File: src/rtl/hilo_mdu.sv
// Iterative MIPS multiply/divide unit with architectural HI/LO registers.
// Radix-2 shift-add multiply and restoring divide share one accumulator/shift register pair.
module hilo_mdu #(
    parameter int WIDTH    = 32,
    parameter int MUL_ITER = 1
) (
    input  logic             clk,
    input  logic             rst,
    input  logic             start_i,
    input  logic [2:0]       op_i,
    input  logic [WIDTH-1:0] a_i,
    input  logic [WIDTH-1:0] b_i,
    input  logic             flush_i,
    output logic             stall_o,
    output logic             busy_o,
    output logic             done_o,
    output logic [WIDTH-1:0] hi_o,
    output logic [WIDTH-1:0] lo_o
);
    localparam int CW       = $clog2(WIDTH) + 1;
    localparam bit ITER_MUL = (MUL_ITER != 0);

    localparam logic [1:0] S_IDLE = 2'd0;
    localparam logic [1:0] S_BUSY = 2'd1;
    localparam logic [1:0] S_DONE = 2'd2;

    localparam logic [2:0] OP_MULT  = 3'b001;
    localparam logic [2:0] OP_MULTU = 3'b010;
    localparam logic [2:0] OP_DIV   = 3'b011;
    localparam logic [2:0] OP_DIVU  = 3'b100;
    localparam logic [2:0] OP_MTHI  = 3'b101;
    localparam logic [2:0] OP_MTLO  = 3'b110;

    logic [1:0]       r_state;
    logic [CW-1:0]    r_cnt;
    logic [WIDTH-1:0] r_acc;
    logic [WIDTH-1:0] r_q;
    logic [WIDTH-1:0] r_b;
    logic             r_is_div;
    logic             r_neg_q;
    logic             r_neg_r;
    logic             r_dz;
    logic             r_done;
    logic [WIDTH-1:0] r_hi;
    logic [WIDTH-1:0] r_lo;

    logic             w_op_mul;
    logic             w_op_div;
    logic             w_is_md;
    logic             w_accept;
    logic             w_signed_op;
    logic             w_a_neg;
    logic             w_b_neg;
    logic [WIDTH-1:0] w_a_mag;
    logic [WIDTH-1:0] w_b_mag;
    logic [WIDTH:0]   w_mul_sum;
    logic [WIDTH:0]   w_div_shift;
    logic [WIDTH:0]   w_div_diff;
    logic             w_div_ge;
    logic [WIDTH-1:0] w_acc_step;
    logic [WIDTH-1:0] w_q_step;
    logic [2*WIDTH-1:0] w_prod;
    logic [2*WIDTH-1:0] w_prod_fix;
    logic [WIDTH-1:0] w_quo_fix;
    logic [WIDTH-1:0] w_rem_fix;
    logic             w_last;
    logic             w_fast_en;
    logic [2*WIDTH-1:0] w_fast_prod;

    assign w_op_mul    = (op_i == OP_MULT) | (op_i == OP_MULTU);
    assign w_op_div    = (op_i == OP_DIV) | (op_i == OP_DIVU);
    assign w_is_md     = w_op_div | (w_op_mul & ITER_MUL);
    assign w_accept    = (r_state == S_IDLE) & start_i & ~flush_i;
    assign w_signed_op = (op_i == OP_MULT) | (op_i == OP_DIV);
    assign w_a_neg     = w_signed_op & a_i[WIDTH-1];
    assign w_b_neg     = w_signed_op & b_i[WIDTH-1];
    assign w_a_mag     = w_a_neg ? -a_i : a_i;
    assign w_b_mag     = w_b_neg ? -b_i : b_i;

    assign stall_o = rst & start_i & w_is_md & (r_state != S_DONE) & ~flush_i;
    assign busy_o  = (r_state != S_IDLE);
    assign done_o  = r_done;
    assign hi_o    = r_hi;
    assign lo_o    = r_lo;

    // Multiply: r_acc is the running upper half, r_q shifts the multiplier out and product in.
    assign w_mul_sum   = {1'b0, r_acc} + (r_q[0] ? {1'b0, r_b} : {(WIDTH+1){1'b0}});
    // Divide: r_acc is the partial remainder, r_q shifts dividend out and quotient in.
    assign w_div_shift = {r_acc, r_q[WIDTH-1]};
    assign w_div_diff  = w_div_shift - {1'b0, r_b};
    assign w_div_ge    = ~w_div_diff[WIDTH];

    always_comb begin
        w_acc_step = w_mul_sum[WIDTH:1];
        w_q_step   = {w_mul_sum[0], r_q[WIDTH-1:1]};
        if (r_is_div) begin
            w_acc_step = w_div_ge ? w_div_diff[WIDTH-1:0] : w_div_shift[WIDTH-1:0];
            w_q_step   = {r_q[WIDTH-2:0], w_div_ge};
        end
    end

    // A zero divisor naturally leaves |a| as remainder; sign fix then restores a_i exactly.
    assign w_prod     = {w_acc_step, w_q_step};
    assign w_prod_fix = r_neg_q ? -w_prod : w_prod;
    assign w_quo_fix  = r_dz ? {WIDTH{1'b1}} : (r_neg_q ? -w_q_step : w_q_step);
    assign w_rem_fix  = r_neg_r ? -w_acc_step : w_acc_step;
    assign w_last     = (r_cnt == CW'(WIDTH - 1));

    generate
        if (ITER_MUL) begin : g_iter_mul
            assign w_fast_en   = 1'b0;
            assign w_fast_prod = '0;
        end else begin : g_fast_mul
            logic [2*WIDTH-1:0] w_a_ext;
            logic [2*WIDTH-1:0] w_b_ext;
            assign w_a_ext     = {{WIDTH{w_signed_op & a_i[WIDTH-1]}}, a_i};
            assign w_b_ext     = {{WIDTH{w_signed_op & b_i[WIDTH-1]}}, b_i};
            assign w_fast_en   = w_op_mul;
            assign w_fast_prod = w_a_ext * w_b_ext;
        end
    endgenerate

    always_ff @(posedge clk or negedge rst) begin
        if (!rst) begin
            r_state  <= S_IDLE;
            r_cnt    <= '0;
            r_acc    <= '0;
            r_q      <= '0;
            r_b      <= '0;
            r_is_div <= 1'b0;
            r_neg_q  <= 1'b0;
            r_neg_r  <= 1'b0;
            r_dz     <= 1'b0;
            r_done   <= 1'b0;
            r_hi     <= '0;
            r_lo     <= '0;
        end else begin
            r_done <= 1'b0;
            case (r_state)
                S_IDLE: begin
                    if (w_accept) begin
                        if (w_is_md) begin
                            r_acc    <= '0;
                            r_q      <= w_op_div ? w_a_mag : w_b_mag;
                            r_b      <= w_op_div ? w_b_mag : w_a_mag;
                            r_is_div <= w_op_div;
                            r_neg_q  <= w_a_neg ^ w_b_neg;
                            r_neg_r  <= w_a_neg;
                            r_dz     <= w_op_div & (b_i == '0);
                            r_cnt    <= '0;
                            r_state  <= S_BUSY;
                        end else if (w_fast_en) begin
                            {r_hi, r_lo} <= w_fast_prod;
                            r_done       <= 1'b1;
                        end else if (op_i == OP_MTHI) begin
                            r_hi <= a_i;
                        end else if (op_i == OP_MTLO) begin
                            r_lo <= a_i;
                        end
                    end
                end
                S_BUSY: begin
                    if (flush_i) begin
                        r_state <= S_IDLE;
                    end else begin
                        r_acc <= w_acc_step;
                        r_q   <= w_q_step;
                        r_cnt <= r_cnt + CW'(1);
                        if (w_last) begin
                            if (r_is_div) begin
                                r_hi <= w_rem_fix;
                                r_lo <= w_quo_fix;
                            end else begin
                                {r_hi, r_lo} <= w_prod_fix;
                            end
                            r_done  <= 1'b1;
                            r_state <= S_DONE;
                        end
                    end
                end
                S_DONE:  r_state <= S_IDLE;
                default: r_state <= S_IDLE;
            endcase
        end
    end
endmodule
File: config.mk
export PLATFORM = sky130hd
export DESIGN_NAME = hilo_mdu
export DESIGN_NICKNAME = d
export VERILOG_FILES = /design/src/rtl/hilo_mdu.sv
export SDC_FILE = /design/constraint.sdc
export NUM_CORES = 1
export LEC_CHECK = 0
export CORE_UTILIZATION = 48
export CTS_BUF_LIST = sky130_fd_sc_hd__clkbuf_16
export DETAILED_ROUTE_END_ITERATION = 8
export PLACE_DENSITY_LB_ADDON = 0.05
export SLEW_MARGIN = 20
export SYNTH_ARGS = -nofsm -noshare
export SYNTH_HDL_FRONTEND = slang
export SYNTH_SLANG_ARGS = --single-unit
File: constraint.sdc
create_clock -name clk -period 14.4 [get_ports clk]
set_input_delay 2.88 -clock clk [delete_from_list [all_inputs] [get_ports clk]]
set_output_delay 2.88 -clock clk [all_outputs]
set_load 0.005 [all_outputs]
# Word-level counts from Yosys, hierarchy flattened
# Cells that the tools add are included.
[word_totals]
ff_bits = 173
[classes]
n_mux = 47
n_reduce_logical = 9
n_bitwise = 16
eq_ne = 18
add_sub_neg = 8
[op_table]
columns = ["cell", "count"]
rows = [
  ["2-to-1 mux 32 bit", 30],
  ["one-hot mux 32 bit (2 select lines)", 4],
  ["negation 32 bit", 4],
  ["2-to-1 mux 64 bit", 1],
  ["negation 64 bit", 1],
  ["adder 32 x 32 -> 33 bit", 1],
  ["subtractor 33 x 32 -> 33 bit", 1],
  ["logical NOT 32 bit", 1],
  ["2-to-1 mux 6 bit", 3],
  ["!= test 2 bit (second input constant)", 7],
  ["one-hot mux 6 bit (2 select lines)", 1],
  ["AND 1 bit", 9],
  ["equality test 3 bit (second input constant)", 3],
  ["2-to-1 mux 2 bit", 4],
  ["AND reduction 7 bit", 1],
  ["adder 6 x 1 -> 6 bit (second input constant)", 1],
  ["equality test 3 x 2 -> 1 bit (second input constant)", 2],
  ["equality test 6 x 5 -> 1 bit (second input constant)", 1],
  ["AND reduction 3 bit", 2],
  ["AND reduction 6 bit", 1],
  ["!= test 2 x 1 -> 1 bit (second input constant)", 2],
  ["OR 1 bit", 4],
  ["one-hot mux 2 bit (2 select lines)", 1],
  ["AND reduction 4 bit", 1],
  ["other kinds (8)", 12],
]

# Logic depth before layout (Yosys ltp)
# Gate-level depths: netlist of run 1.
[logic_depth]
ltp_word = 10
mapped_depth = 26
ltp_nobuf = 23

# Worst setup path before layout of run 1
# OpenSTA, ideal clock, no wires.
[synth_timing]
path_kind = "input to output"
from = "input op_i[1]"
to = "output stall_o"
path_slack_ns = 8.083
t_arrival_ns = 3.437
path_stages = 3
path_cell_list = "nor2_1 -> xnor2_1 -> and3_1"
[synth_via]
elab_chain_cells = 6
word_cells_on_any_way = 10
classes_between = "eq/ne: 4; bitwise: 6"
[synth_rtl]
columns = ["item", "line", "source"]
rows = [
  ["start: declaration", "10", "input logic [2:0] op_i,"],
  ["equality test 3 x 2 -> 1 bit, or another cell as far along", "71", "assign w_op_div = (op_i == OP_DIV) | (op_i == OP_DIVU);"],
  ["OR 1 bit, on equally long branches", "71, 70", ""],
  ["OR 1 bit (*)", "72", "assign w_is_md = w_op_div | (w_op_mul & ITER_MUL);"],
  ["AND 1 bit (*) (3 in series)", "80", "assign stall_o = rst & start_i & w_is_md & (r_state != S_DONE) & ~flush_i;"],
  ["end: declaration", "14", "output logic stall_o,"],
]
# Mark *: on every way between the ends. The rest lies on a longest branch, timed or not.

# Final worst setup path of run 1
# Same ends and word-level chain as after synthesis.

==> impl_metrics.csv, run 1 <==
group,metric,value,unit
synth,ys_ff_latch,173,
synth,seq_area_frac_synth,26.98,%
global_route,grt_max_degree,75,
floorplan,die_area,0.03416,mm²
layout,fill_cells,3238,
synth,syn_nets,2310,
worst_setup_path,slowest_delay,590,ps
worst_hold_path,holdPathEnd,"hi_o[6]$_DFFE_PN0P_",
synth,synth_flop_cell,"dfrtp_1",
floorplan,coreArea,0.03270,mm²
drt,drtIter0Drc,1909,
synth,yosysWarnings,0,
clocking,cts_resized,0,
clocking,clockBufferDepth,2,
clocking,clkSlewWorstSetupHoldPaths,70,ps
worst_setup_path,crit_required,11520,ps
floorplan,die_x,184.8,µm
power,p_comb_share,65.4,%
timing,worst_slew_pin_slew,1008,ps
clocking,numCtsBuffers,17,
power,p_leak,7.501,nW
power,swShare,50.73,%
global_route,grt_overflow,0,
worst_setup_path,cp-end-kind,"output port",
drt,ant_nets,0,
global_route,grt_pass1_vias,15670,
floorplan,start_util,49.06,%
place,port_buffers,137,
worst_hold_path,hold_class,"reg -> reg",
drt,dr.max_layer_used,"met4",
power,switchingPower,0.002072,W
power,p_per_area,222.8,mW/mm²
drt,wl_met2,26910,µm
layout,drive_gt1_share,5.143,%
worst_setup_path,r2r.worst_path.cells,23,
power,seqPwrFrac,21.9,%
timing,final_hold_viol_count,0,
clocking,hold_buffers,0,
worst_hold_path,hold_depth,2,
global_route,grt_use_total,35.90,%
layout,nets,2365,
synth,async_reset_ff_share,100.0,%
timing,tns,0,ps
outcome,status,"finished, final reports clean",
layout,diodes,0,
worst_setup_path,r2r-end,"hi_o[26]$_DFFE_PN0P_",
floorplan,core.rowCount,66,
worst_setup_path,criticalPathCategory,"in -> out",
timing,setup_violations,0,
timing,fmax,130.8,MHz
synth,yosysUniqueCellTypes,91,
synth,synth_enable_flop_cells,0,
worst_setup_path,critical-path-slowest-cell,"clkdlybuf4s50_1",
worst_setup_path,worstPathMaxFanout,7,
drt,drt_first_pass_iters,7,
power,ir_worst_vdd,0.1066,mV
place,dp_hpwl,45540,µm
clocking,htreeDepth,4,
timing,final.period_utilization,53.09,%
drt,via_count,17020,
floorplan,num_io_pins,138,
drt,avgRoutedWirePerCell,22.64,µm
flow_run,cap_violations,0,
timing,grt_setup_unrepaired,"no",
synth,syn_area,0.01604,mm²
worst_setup_path,rr_startpoint,"r_q[31]$_DFFE_PN0P_",
drt,wl_met1,26830,µm
worst_hold_path,min_from,"hi_o[6]$_DFFE_PN0P_",
worst_setup_path,reg2reg_slack,7720,ps
worst_setup_path,critPathBufInv,2,
synth,synth_cells,2168,
worst_setup_path,crit_chain,"clkdlybuf4s50_1 > nor2_1 > xnor2_1 > and3_1 > clkdlybuf4s50_1",
global_route,grt_pass1_wl,92870,µm
clocking,cts_tree,"built",
power,p_int,0.002012,W
clocking,cts_setup_buffers,0,
clocking,cts_root_buf,"clkbuf_16",
clocking,clkSinkCount,173,
timing,max_slew_margin,31.93,%
timing,maxSlewViolCount,0,
clocking,clk_latency,450,ps
drt,drc,0,
timing,finClkSkew,16.14,ps
power,power,0.004084,W
worst_setup_path,cpLargestDelayFamily,"buffers and inverters",
floorplan,die_h,184.8,µm
power,pwr-share-clk,12.7,%
synth,syn_area_per_cell,7.400,µm²
drt,met3_length,4748,µm
layout,syn_to_final_growth,14.24,%
drt,wirelength,60630,µm
worst_setup_path,arrival,4760,ps
worst_setup_path,cp-start-kind,"input port",
drt,vias_per_cell,6.356,
timing,period_needed,7645,ps
global_route,antenna_found_initial,0,
worst_setup_path,cpMostUsedCell,"clkdlybuf4s50_1",
place,place.gp.congestion,0.9630,
cells by family (layout without fill, tap and decap cells):
family                   Yosys count  in the layout  synth area share (%)
adder cells (fa/ha/maj)           71             71                 5.631
multiplexers                      61             61                 3.907
AO/OA/AOI/OAI                    660            660                 25.29
flip-flops                       173            173                 26.98
AND/OR/NAND/NOR                  844            844                 24.25
XOR/XNOR                         167            167                 9.233
buffers and inverters            192            260                 4.710
layout by cell type (no fill, tap or decap), types with 38 or more instances in the layout:
cell type and instances:
a21oi_1 188, a31oi_1 66, and2_1 44, clkdlybuf4s50_1 136
dfrtp_1 172, ha_1 69, inv_1 66, mux2i_1 48
nand2_1 316, nand3_1 74, nor2_1 217, o21ai_0 170
o22ai_1 38, xnor2_1 91, xor2_1 74
final cells by class:
cell class / instances / area, µm² / share of cell area (%)
clock buffer: 17 / 425.4 / 2.321
multi-input combinational: 1803 / 11000 / 60.02
inverter: 67 / 251.5 / 1.372
timing repair buffer: 161 / 1555 / 8.485
clock inverter: 15 / 209.0 / 1.140
sequential: 173 / 4333 / 23.64
tap: 442 / 553.0 / 3.017
cells in the mapped netlist (all sizes together) (13+ instances only):
library cell  count  area share [%]
nand2           319             7.5
nand4            27             1.1
clkbuf           92             2.2
o21ai           189             5.9
nor4             18            0.74
buf              33            0.98
or4              14            0.68
nand2b           18            0.70
and2             44             1.7
ha               69             5.4
o211ai           20             1.1
a21oi           192             6.1
nor2b            13            0.51
o22ai            38             1.5
nand3            75             2.3
inv              67             1.6
o21a             14            0.66
mux2i            48             3.0
nor3             34             1.1
mux2             13            0.91
xor2             74             4.0
or3              21            0.85
and3             20            0.78
o31ai            20             1.0
a211oi           17            0.89
nor2            220             5.1
xnor2            93             5.2
a31oi            67             2.7
a21o             21            0.98
dfrtp           173              27
power groups by stage:
stage	Sequential [W]	Clock (W)	Combinational [W]
after floorplan	0.000818	0	0.00183
after global placement	0.000889	0	0.00259
after detailed placement	0.000892	0	0.00261
after CTS	0.000886	0.000524	0.00263
after global routing	0.000915	0.000542	0.00292
final	0.000893	0.000520	0.00267
state kept, by name (all words and copies together), names as in the netlist:
name / flops
done_o: 1
r_neg_q: 1
r_acc: 32
r_is_div: 1
r_dz: 1
hi_o: 32
r_state: 2
r_q: 32
lo_o: 32
r_b: 32
r_cnt: 6
r_neg_r: 1
worst min-delay path: cells and delay by family, from the launching register on:
family	cells	cell delay, ps
AO/OA/AOI/OAI	1	60
flip-flops	1	340
AND/OR/NAND/NOR	1	50
stage by stage:
| stage | cell area [µm²] | hold slack, ps | std cells | setup slack, ps | util, % |
|---|---|---|---|---|---|
| after CTS | 18330 | 486.9 | 2678 | 6796 | 56.04 |
| after floorplan | 16040 | 439.1 | 2168 | 8083 | - |
| after global routing | 18330 | 508.4 | 2678 | 6684 | 56.05 |
| after detailed placement | 17690 | 471.2 | 2646 | 6811 | 54.10 |
| final | 18330 | 485.2 | 2678 | 6755 | 56.05 |
| after global placement | 17690 | 459.3 | 2646 | 6843 | 54.10 |
worst max path at each step:
stage                     startpoint  endpoint  slack (ps)  cells past startpoint
after CTS                    op_i[1]   stall_o        6800                      5
after global routing         op_i[1]   stall_o        6680                      5
after floorplan              op_i[1]   stall_o        8080                      3
after global placement       op_i[1]   stall_o        6840                      5
final                        op_i[1]   stall_o        6760                      5
after detailed placement     op_i[1]   stall_o        6810                      5
routing by layer:
layer / GRT usage, % / up-vias
met3: 5.191 / 120
li1: - / 7886
met1: 50.86 / 8209
met5: 0 / -
met4: 13.45 / 0
met2: 55.10 / 807
Note: power is estimated with default switching activity, not from simulation.
==> run 2: changes to the inputs <==
==> constraint.sdc (replaced) <==
create_clock -name clk -period 6.4 [get_ports clk]
set_input_delay 1.28 -clock clk [delete_from_list [all_inputs] [get_ports clk]]
set_output_delay 1.28 -clock clk [all_outputs]
set_load 0.005 [all_outputs]
==> impl_metrics.csv, run 2 (synthesis gave the netlist of run 1 again) <==
group,metric,value,unit
outcome,status,"finished, final reports clean",
drt,dr.max_layer_used,"met4",
worst_setup_path,critPathBufInv,1,
power,p_leak,7.554,nW
layout,final_cell_area,0.01841,mm²
worst_setup_path,worstPathMaxFanout,8,
place,dpl-instance-area,0.01782,mm²
clocking,cts_resized,0,
floorplan,core.rowCount,66,
floorplan,die_h,184.8,µm
worst_setup_path,crit_required,6740,ps
floorplan,die_area,0.03416,mm²
place,pre_cts_ws,223.5,ps
floorplan,num_io_pins,138,
worst_setup_path,path_depth,23,
layout,layout_commonest_cell,"nand2_1",
worst_setup_path,slowest_delay,570,ps
worst_setup_path,crit_chain,"inv_1 > ha_1 > fa_1 > nand2b_1 > a21oi_2 > o21ai_2 > o211ai_4 > a21oi_4 > xnor2_2 > nand2_1 > a21boi_0 > ha_1 > o2111ai_1 > or3_4 > or4_1 > or2_1 > or3_4 > nand2_4 > nand2_1 > o31ai_1 > xor2_1 > o21ai_1 > mux2_2",
timing,final_hold_viol_count,0,
clocking,hold_buffers,0,
worst_hold_path,hold_depth,2,
layout,utilization,56.28,%
worst_setup_path,cp-start-kind,"register",
timing,hold_slack,481.5,ps
timing,finClkSkew,11.16,ps
global_route,grt_use_total,36.56,%
timing,maxSlewViolCount,0,
drt,ant_nets,0,
drt,avgRoutedWirePerCell,22.90,µm
flow_run,cap_violations,0,
clocking,cts_tree,"built",
drt,wl_met2,26740,µm
worst_hold_path,min_from,"r_dz$_DFFE_PN0P_",
drt,drc,0,
global_route,antenna_found_initial,0,
clocking,cts_setup_buffers,0,
power,p_per_area,498.6,mW/mm²
clocking,htreeDepth,4,
clocking,clkSinkCount,173,
worst_setup_path,crit_path_start,"r_q[31]$_DFFE_PN0P_",
place,port_buffers,137,
place,place.gp.congestion,1.008,
timing,max_slew_margin,26.36,%
worst_setup_path,critical-path-slowest-cell,"or4_1",
drt,met3_length,5386,µm
worst_setup_path,rr_startpoint,"r_q[31]$_DFFE_PN0P_",
drt,drt_first_pass_iters,6,
floorplan,die_x,184.8,µm
timing,final.period_utilization,93.37,%
global_route,grt_max_degree,75,
layout,drive_gt1_share,5.817,%
timing,period_needed,5975,ps
worst_setup_path,criticalPathCategory,"reg -> reg",
power,ir_worst_vdd,0.2526,mV
clocking,clockBufferDepth,2,
drt,vias_per_cell,6.392,
timing,setup_violations,0,
place,dp_hpwl,46300,µm
global_route,grt_overflow,0,
worst_setup_path,arrival,6320,ps
global_route,grt_pass1_vias,15990,
drt,wl_met1,26840,µm
drt,drtIter0Drc,1739,
timing,worst_slack,424.5,ps
worst_setup_path,cp-end-kind,"register",
layout,syn_to_final_growth,14.72,%
floorplan,start_util,49.06,%
global_route,grt_pass1_wl,94770,µm
worst_setup_path,r2r.worst_path.cells,23,
layout,final_cell_mix,"nand2_1, nor2_1, a21oi_1",
timing,fmax,167.4,MHz
timing,grt_setup_unrepaired,"no",
clocking,cts_root_buf,"clkbuf_16",
timing,tns,0,ps
floorplan,coreArea,0.03270,mm²
worst_setup_path,cpLargestDelayFamily,"simple AND/OR/NAND/NOR gates",
layout,nets,2381,
clocking,clkSlewWorstSetupHoldPaths,80,ps
drt,via_count,17230,
clocking,numCtsBuffers,17,
worst_hold_path,hold_class,"reg -> reg",
timing,worst_slew_pin_slew,1091,ps
drt,wirelength,61710,µm
clocking,clk_latency,460,ps
run 2: cell types whose count changed in the layout (fill, tap and decap cells not counted), moves of 2 or more:
cell | previous run | this run
buf_4 | 24 | 39
clkinv_4 | 1 | 3
inv_6 | 3 | 6
inv_8 | 2 | 0
bufinv_16 | 4 | 1
run 2: path summary, 6_finish.rpt:
check,to,slack [ps]
worst min-delay path,r_dz$_DFFE_PN0P_,480
worst max register to register,hi_o[26]$_DFFE_PN0P_,420
min in group asynchronous,r_acc[8]$_DFFE_PN0P_,820
max in group asynchronous,lo_o[23]$_DFFE_PN0P_,4310
worst max-delay path,hi_o[26]$_DFFE_PN0P_,420
worst min register to register,r_dz$_DFFE_PN0P_,480
run 2: power by group:
part,switching [W],leakage [nW],internal [W]
sequential,0.000475,2.10,0.00152
clock,0.000507,0.274,0.000542
combinational,0.00371,5.18,0.00242
run 2: worst register-to-register path, cell delays in order, from the launching register on:
cell and delay (ps):
dfrtp_1 400, inv_1 70, ha_1 230, fa_1 420, nand2b_1 200, a21oi_2 210, o21ai_2 150, o211ai_4 290
a21oi_4 110, xnor2_2 180, nand2_1 120, a21boi_0 250, ha_1 240, o2111ai_1 190, or3_4 470, or4_1 570
or2_1 270, or3_4 460, nand2_4 150, nand2_1 70, o31ai_1 260, xor2_1 180, o21ai_1 70, mux2_2 270
run 2: layer usage:
layer  vias up  global-route usage, %
met4         0                  17.16
met3       126                  6.783
met5         -                      0
met2       859                  55.55
met1      8325                  50.01
li1       7917                      -
run 2: area by class of cell:
class                           instances  area, µm²
Multi-Input combinational cell       1803      11020
Tap cell                              442      553.0
Inverter                               67      251.5
Timing Repair Buffer                  177       1683
Fill cell                            3200      14300
Sequential cell                       173       4333
Clock buffer                           17      425.4
Antenna cell                            1      2.502
Clock inverter                         15      136.4
run 2: metrics by stage:
stage,total power (W),cells
final,0.009177,2695
after global routing,0.009830,2694
after CTS,0.009066,2694
after detailed placement,0.007977,2662
after global placement,0.007934,2661
after floorplan,0.005958,2168
